[src/rtl/order_tx.sv]
// order_tx: buffers 128-bit orders in a small FIFO and frames each one into an
// Avalon-ST packet on a 64-bit stream.
// Each packet is a header beat {MAGIC, LEN, seq}, then the order high half, then the order low half.
// Orders that arrive while the FIFO is full are dropped and counted.
// Optional feature macro ORDER_TX_CSUM_EN appends an XOR checksum beat to every packet.
//
// Ports
//   clk, reset_n  core clock; synchronous active-low reset
//   order_valid   order present, one cycle per order
//   order_data    order payload
//   order_ready   FIFO has room (registered)
//   tx_valid      beat valid
//   tx_ready      downstream accepts the beat
//   tx_sop        first beat of the packet
//   tx_eop        last beat of the packet
//   tx_data       beat data; first byte is in [63:56]
//   tx_empty      unused bytes in the EOP beat
//   seq_num       sequence number of the next packet to send
//   drop_cnt      saturating count of dropped orders
//   ovf           one-cycle pulse for each dropped order
module order_tx #(
    parameter int unsigned FIFO_DEPTH  = 4,
    parameter int unsigned ORDER_WIDTH = 128,
    parameter int unsigned TX_WIDTH    = 64,
    parameter logic [15:0] MAGIC       = 16'h7E01
) (
    input  logic                   clk,
    input  logic                   reset_n,
    input  logic                   order_valid,
    input  logic [ORDER_WIDTH-1:0] order_data,
    output logic                   order_ready,
    output logic                   tx_valid,
    input  logic                   tx_ready,
    output logic                   tx_sop,
    output logic                   tx_eop,
    output logic [TX_WIDTH-1:0]    tx_data,
    output logic [2:0]             tx_empty,
    output logic [31:0]            seq_num,
    output logic [15:0]            drop_cnt,
    output logic                   ovf
);

    localparam int unsigned AW = (FIFO_DEPTH > 1) ? $clog2(FIFO_DEPTH) : 1;
    localparam int unsigned CW = AW + 1;

`ifdef ORDER_TX_CSUM_EN
    localparam logic [15:0] LEN = 16'd32;
    typedef enum logic [2:0] {IDLE, HDR, HI, LO, CSUM} state_t;
`else
    localparam logic [15:0] LEN = 16'd24;
    typedef enum logic [1:0] {IDLE, HDR, HI, LO} state_t;
`endif

    state_t state, state_next;

    logic [ORDER_WIDTH-1:0] mem [FIFO_DEPTH];
    logic [ORDER_WIDTH-1:0] head;
    logic [AW-1:0]          wr_ptr, rd_ptr;
    logic [CW-1:0]          count, count_next;
    logic                   push, pop, drop;
    logic [31:0]            seq_next;
    logic                   tx_valid_next, tx_sop_next, tx_eop_next;
    logic [2:0]             tx_empty_next;
    logic [TX_WIDTH-1:0]    tx_data_next;
`ifdef ORDER_TX_CSUM_EN
    logic [31:0]            csum;
`endif

    assign push = order_valid & order_ready;
    assign drop = order_valid & ~order_ready;
    assign head = mem[rd_ptr];

`ifdef ORDER_TX_CSUM_EN
    // XOR of the six 32-bit words of the header, HI and LO beats of the current packet.
    assign csum = {MAGIC, LEN} ^ seq_num ^ head[127:96] ^ head[95:64] ^ head[63:32] ^ head[31:0];
`endif

    // Next state, pop, and the beat to present after the next edge.
    // Because the beat is recomputed from a stable state and FIFO head,
    // it holds its value while the FSM is stalled.
    always_comb begin
        state_next    = state;
        pop           = 1'b0;
        tx_sop_next   = 1'b0;
        tx_eop_next   = 1'b0;
        tx_empty_next = 3'd0;
        tx_data_next  = '0;
        case (state)
            IDLE: if (count != '0) state_next = HDR;
            HDR:  if (tx_ready) state_next = HI;
            HI:   if (tx_ready) state_next = LO;
`ifdef ORDER_TX_CSUM_EN
            LO:   if (tx_ready) state_next = CSUM;
            CSUM: if (tx_ready) begin
                pop        = 1'b1;
                state_next = (count > CW'(1)) ? HDR : IDLE;
            end
`else
            LO:   if (tx_ready) begin
                pop        = 1'b1;
                state_next = (count > CW'(1)) ? HDR : IDLE;
            end
`endif
            default: state_next = IDLE;
        endcase

        seq_next      = pop ? seq_num + 32'd1 : seq_num;
        tx_valid_next = (state_next != IDLE);

        case (state_next)
            HDR: begin
                tx_sop_next  = 1'b1;
                tx_data_next = {MAGIC, LEN, seq_next};
            end
            HI:  tx_data_next = head[TX_WIDTH +: TX_WIDTH];
            LO: begin
                tx_data_next = head[0 +: TX_WIDTH];
`ifndef ORDER_TX_CSUM_EN
                tx_eop_next  = 1'b1;
`endif
            end
`ifdef ORDER_TX_CSUM_EN
            CSUM: begin
                tx_data_next  = {csum, 32'h0};
                tx_eop_next   = 1'b1;
                tx_empty_next = 3'd4;
            end
`endif
            default: ;
        endcase
    end

    // Occupancy update.
    always_comb begin
        count_next = count;
        case ({push, pop})
            2'b10:   count_next = count + CW'(1);
            2'b01:   count_next = count - CW'(1);
            default: count_next = count;
        endcase
    end

    // FIFO storage; contents need no reset because occupancy is tracked separately.
    always_ff @(posedge clk) begin
        if (push) mem[wr_ptr] <= order_data;
    end

    // FSM state, FIFO pointers, counters and registered outputs.
    always_ff @(posedge clk) begin
        if (!reset_n) begin
            state       <= IDLE;
            wr_ptr      <= '0;
            rd_ptr      <= '0;
            count       <= '0;
            order_ready <= 1'b1;
            tx_valid    <= 1'b0;
            tx_sop      <= 1'b0;
            tx_eop      <= 1'b0;
            tx_data     <= '0;
            tx_empty    <= 3'd0;
            seq_num     <= 32'd0;
            drop_cnt    <= 16'd0;
            ovf         <= 1'b0;
        end else begin
            state       <= state_next;
            count       <= count_next;
            order_ready <= (count_next < CW'(FIFO_DEPTH));
            if (push) wr_ptr <= wr_ptr + AW'(1);
            if (pop)  rd_ptr <= rd_ptr + AW'(1);
            tx_valid    <= tx_valid_next;
            tx_sop      <= tx_sop_next;
            tx_eop      <= tx_eop_next;
            tx_data     <= tx_data_next;
            tx_empty    <= tx_empty_next;
            seq_num     <= seq_next;
            ovf         <= drop;
            if (drop && drop_cnt != 16'hFFFF) drop_cnt <= drop_cnt + 16'd1;
        end
    end

endmodule

[config.mk]
export PLATFORM = sky130hd
export DESIGN_NAME = order_tx
export DESIGN_NICKNAME = d
export VERILOG_FILES = /design/src/rtl/order_tx.sv
export SDC_FILE = /design/constraint.sdc
export NUM_CORES = 1
export LEC_CHECK = 0
export ABC_CLOCK_PERIOD_IN_PS = 11700
export CAP_MARGIN = 5
export CORE_MARGIN = 2
export CORE_UTILIZATION = 50
export CTS_CLUSTER_DIAMETER = 80
export DETAILED_ROUTE_END_ITERATION = 7
export PLACE_DENSITY = 0.77
export SYNTH_ARGS = -nofsm -noshare
export SYNTH_HDL_FRONTEND = slang
export SYNTH_SLANG_ARGS = --single-unit
[constraint.sdc]
create_clock -name clk -period 11.7 [get_ports clk]
set_input_delay 2.34 -clock clk [delete_from_list [all_inputs] [get_ports clk]]
set_output_delay 2.34 -clock clk [all_outputs]
set_load 0.02 [all_outputs]
; Yosys cells after proc, flatten, opt, wreduce, memory -nomap -nowiden
; Memories as Yosys holds them, arrays and structs flattened. A register that Yosys moved wholly into a read port is not among the register bits.
; Index checks and enable logic that the tools add are counted.
[totals]
regBits = 126
mem_bits_rw = 512
wordCells = 54
memories = 1
[op_classes]
addsub = 6
n_lt_le_gt_ge = 2
eq_ne = 9
muxes = 17
n_bitwise = 3
reduce_logical = 4
[mem_list]
columns = name, depth, word_bits, read_ports, rd_clocked_by_memory_dff, wr, line_no
row1 = mem, 4, 128, 1, 1, 1, 56  ; logic [ORDER_WIDTH-1:0] mem [FIFO_DEPTH];
[op_table]
columns = op, count
row1 = 64-bit one-hot mux with 3 select lines, 1
row2 = 32-bit by 1-bit adder with 32-bit output (second input constant), 1
row3 = 32-bit two-way mux, 1
row4 = 16-bit by 1-bit adder with 16-bit output (second input constant), 1
row5 = 16-bit != test (second input constant), 1
row6 = 2-bit two-way mux, 6
row7 = 2-bit equality test (second input constant), 5
row8 = 2-bit one-hot mux with 4 select lines, 1
row9 = 1-bit two-way mux, 7
row10 = 2-bit by 1-bit equality test with 1-bit output (second input constant), 3
row11 = 3-bit one-hot mux with 2 select lines, 1
row12 = 2-bit by 1-bit adder with 2-bit output (second input constant), 2
row13 = 3-bit by 1-bit adder with 3-bit output (second input constant), 1
row14 = 3-bit by 1-bit > comparator with 1-bit output (second input constant), 1
row15 = 3-bit less-than comparator (second input constant), 1
row16 = 3-bit nonzero test, 1
row17 = 3-bit by 1-bit subtractor with 3-bit output (second input constant), 1
row18 = 1-bit AND, 2
row19 = 2-bit logical NOT, 1
row20 = 2-bit nonzero test, 1
row21 = 1-bit logical AND, 1
row22 = 1-bit inverter, 1

; Logic depth before layout (Yosys ltp)
[depth]
word_depth = 6
ltp_mapped = 9
ltp_nobuf = 8

; Least setup slack after synthesis
; No wires, ideal clock.
[synth_timing]
kind = in2reg
start = in order_valid
end = mem mem[2][0] (enable)
setup_time_ns = 0.503
arrival_ns = 5.337
setup_slack_ns = 5.860
stages = 1
path_cell_list = and3_1
[synth_via]
elab_chain_cells = 3
[synth_rtl]
columns = element, line_no
row1 = start: declaration, 29  ; input logic order_valid,
row2 = 1-bit AND, 69  ; assign push = order_valid & order_ready;
row3 = 1-bit two-way mux, 145  ; if (push) mem[wr_ptr] <= order_data;
row4 = 1-bit two-way mux (implied by the code), 145
row5 = end: declaration, 56
; No other way between the ends.

; Worst setup path in the final report
[layout_timing]
start = in tx_ready
end = reg tx_data[27]
[layout_via]
elab_chain_cells = 4
elab_cells_between_ends = 11
classes_between = eq/ne: 3 / mux: 8
[layout_rtl]
columns = element, line_no
row1 = start: declaration, 33  ; input logic tx_ready,
row2 = 1-bit two-way mux, 99  ; LO: if (tx_ready) begin
row3 = 1-bit two-way mux, 88  ; case (state)
row4 = named net pop, 60  ; logic push, pop, drop;
row5 = 32-bit two-way mux, 107  ; seq_next = pop ? seq_num + 32'd1 : seq_num;
row6 = 64-bit one-hot mux with 3 select lines, 110  ; case (state_next)
row7 = end signal: assignment, 173  ; tx_data <= tx_data_next;
row8 = end: declaration, 36  ; output logic [TX_WIDTH-1:0] tx_data,
; The timed path passes the listed nets, and every way through them passes these cells.
; A chain may end at the register's enable or synchronous reset.

==> metrics.cfg <==
[run_status]
status = completed

[grt]
antenna_found_initial = 17
grt_overflow = 0
grt_pass1_wl_um = 79540
grt_max_degree = 106
grt_pass1_vias = 13086
grtUsageTotal_pct = 21.52

[placement]
dp_hpwl_um = 32130
finalWeightedCongestion = 0.8341
place_ws_ns = 6.164
io_buffers = 248

[clock_network]
h-tree-depth = 3
cts_tree = yes
clkLatencyLatePin_ns = 0.58
clockRootBuffer = clkbuf_16
cts_inserted_buffers = 66
holdBufCountCts = 0
clock_path_buffers = 3
cts_resized = 0
cts_sinks = 640
post-cts-setup-buffers = 0
path_clk_slew_ns = 0.06

[yosys]
syn_area_um2 = 23780
ys_ff_latch = 640
ys.flop_type = edfxtp_1
yosysWarnings = 0
synth_edf_count = 512
syn_avg_cell_area_um2 = 18.97
synthCells = 1254
synthArstFlopShare_pct = 0
synth-seq-area-share_pct = 75.42
yosysUniqueCellTypes = 61

[cells_and_area]
mostFrequentLayoutCells = edfxtp_1, clkdlybuf4s50_1, mux4_2
layout_commonest_cell = edfxtp_1
drive_gt1_share_pct = 16.73
fin_util_pct = 62.34
fin_nets = 1664
syn_to_final_growth_pct = 22.54

[worst_setup_path]
critPathArrivalTime_ns = 5.47
cp_max_fo = 16
rrSetupSlack_ns = 8.34
ff2ff_path_depth = 6
cp-end-kind = flip-flop
cp_data_required_time_ns = 12.16
worstReg2RegEnd = tx_data[27]$_SDFF_PN0_
cp-start-kind = input port
path_class = in2reg

[pwr]
peakVddDrop_mv = 0.1528
p_per_area_nw_per_um2 = 173.4
p_leak_uw = 0.009235
total_power_uw = 5055

[routing]
ant_nets = 0
wl_um = 52650
drt_iter0_drc = 1101
drc = 0
vias_per_cell = 5.819
routed-via-count = 12749
wl_per_cell_um = 24.03
drtPass1Iterations = 7

[sta]
finalCritPeriodShare_pct = 42.82
fmax_mhz = 199.6
slew_viol_final = 0
finalWorstSetupSlack_ns = 6.690
hold_violations = 0
rsz0062_at_grt = false
period_minus_slack_ns = 5.010
max_slew_margin_pct = 27.97
finClkSkew_ns = 0.01779
final.setup.tns_ns = 0
setup_viol = 0
worst_slew_pin_slew_ns = 1.081

[hold_path]
hold_path.class = reg2reg
hold_depth = 2
hold_path.startpoint = wr_ptr[1]$_SDFFE_PN0P_
holdPathEnd = wr_ptr[1]$_SDFFE_PN0P_

[floorplan]
core_area_um2 = 46750
die_y_um = 222.1
die_width_um = 222.1
pin_count = 252
start_util_pct = 50.87
dieArea_um2 = 49330
rows = 79

[flow_run]
max_cap_viol_count = 0

-- synthesized netlist by cell type, types with 8 or more instances --
cell,n,area [um2]
edfxtp_1,512,15370
dfxtp_1,128,2562
mux4_2,128,2883
nor2_1,74,277.8
clkbuf_1,42,157.7
nand2_1,35,131.4
xnor2_1,28,245.2
a22oi_1,26,195.2
inv_1,21,78.83
o22ai_1,21,131.4
a21oi_1,17,85.08
a32o_1,17,170.2
buf_2,16,80.08
nand3_1,16,80.08
o21ai_0,13,65.06
xor2_1,13,113.9
and2_1,12,75.07
ha_1,12,150.1
nand4_1,12,75.07
nor3_1,10,50.05
nor4_1,9,56.30
a222oi_1,8,80.08
and3_1,8,50.05
-- final cells by class --
| type | count | area (um2) |
|---|---|---|
| Timing Repair Buffer | 262 | 2595 |
| Clock inverter | 33 | 357.8 |
| Multi-Input combinational cell | 527 | 5517 |
| Clock buffer | 87 | 1854 |
| Fill cell | 3227 | 17610 |
| Tap cell | 607 | 759.5 |
| Antenna cell | 12 | 30.03 |
| Sequential cell | 640 | 17940 |
| Inverter | 23 | 86.33 |
-- logic make-up (layout without fill, tap and decap cells) --
| kind of cell | after synthesis | in the layout | synth area share, % |
|---|---|---|---|
| multiplexers | 133 | 133 | 12.33 |
| AND/OR/NAND/NOR | 208 | 208 | 4.519 |
| buffers and inverters | 89 | 405 | 1.552 |
| other | 1 | 15 | 0.01577 |
| XOR/XNOR | 41 | 41 | 1.510 |
| adder cells (fa/ha/maj) | 12 | 12 | 0.6313 |
| flip-flops | 640 | 640 | 75.42 |
| AO/OA/AOI/OAI | 130 | 130 | 4.019 |
-- sequential cells by signal, indices dropped and copies added, names as in the netlist, 2 cells and up, named ones only --
signal    count
tx_data      64
state         2
wr_ptr        2
rd_ptr        2
drop_cnt     16
seq_num      32
mem         512
count         3
-- worst max-delay path by stage --
| stage | start | to | slack (ns) | depth (start not counted) |
|---|---|---|---|---|
| floorplan | order_valid | mem[2][0]$_DFFE_PP_ | 5.86 | 1 |
| CTS | tx_ready | tx_data[27]$_SDFF_PN0_ | 6.78 | 7 |
| finish | tx_ready | tx_data[27]$_SDFF_PN0_ | 6.69 | 7 |
| global route | tx_ready | tx_data[27]$_SDFF_PN0_ | 6.61 | 7 |
| global placement | order_valid | mem[1][78]$_DFFE_PP_ | 6.18 | 4 |
| detailed placement | tx_ready | tx_data[27]$_SDFF_PN0_ | 6.16 | 7 |
-- worst max-delay path, stage by stage --
cell,delay [ns]
clkdlybuf4s50_1,0.70
nand3_2,0.18
inv_2,0.21
nand4_1,0.73
or4_4,0.81
a32o_1,0.26
or2_1,0.23
-- per-layer routing --
metal	routed length, um	GRT usage [%]	vias up
met5	74	0	-
met4	1565	8.915	12
met1	21230	28.52	6557
li1	-	-	5622
met2	26000	34.64	462
met3	3779	4.956	96
-- metrics by stage --
stage,instance area [um2],hold WS [ns],std cells
global route,29130,0.5412,2185
detailed placement,26900,0.5096,2059
global placement,26900,0.4732,2059
CTS,29110,0.5178,2179
finish,29140,0.5181,2191
floorplan,23790,0.4692,1256
-- power breakdown --
part / internal, uW / switching (uW) / total [uW]
combinational: 147 / 196 / 343
sequential: 2570 / 32.5 / 2600
clock: 1270 / 837 / 2110
Power figures use the tool's default switching activity.
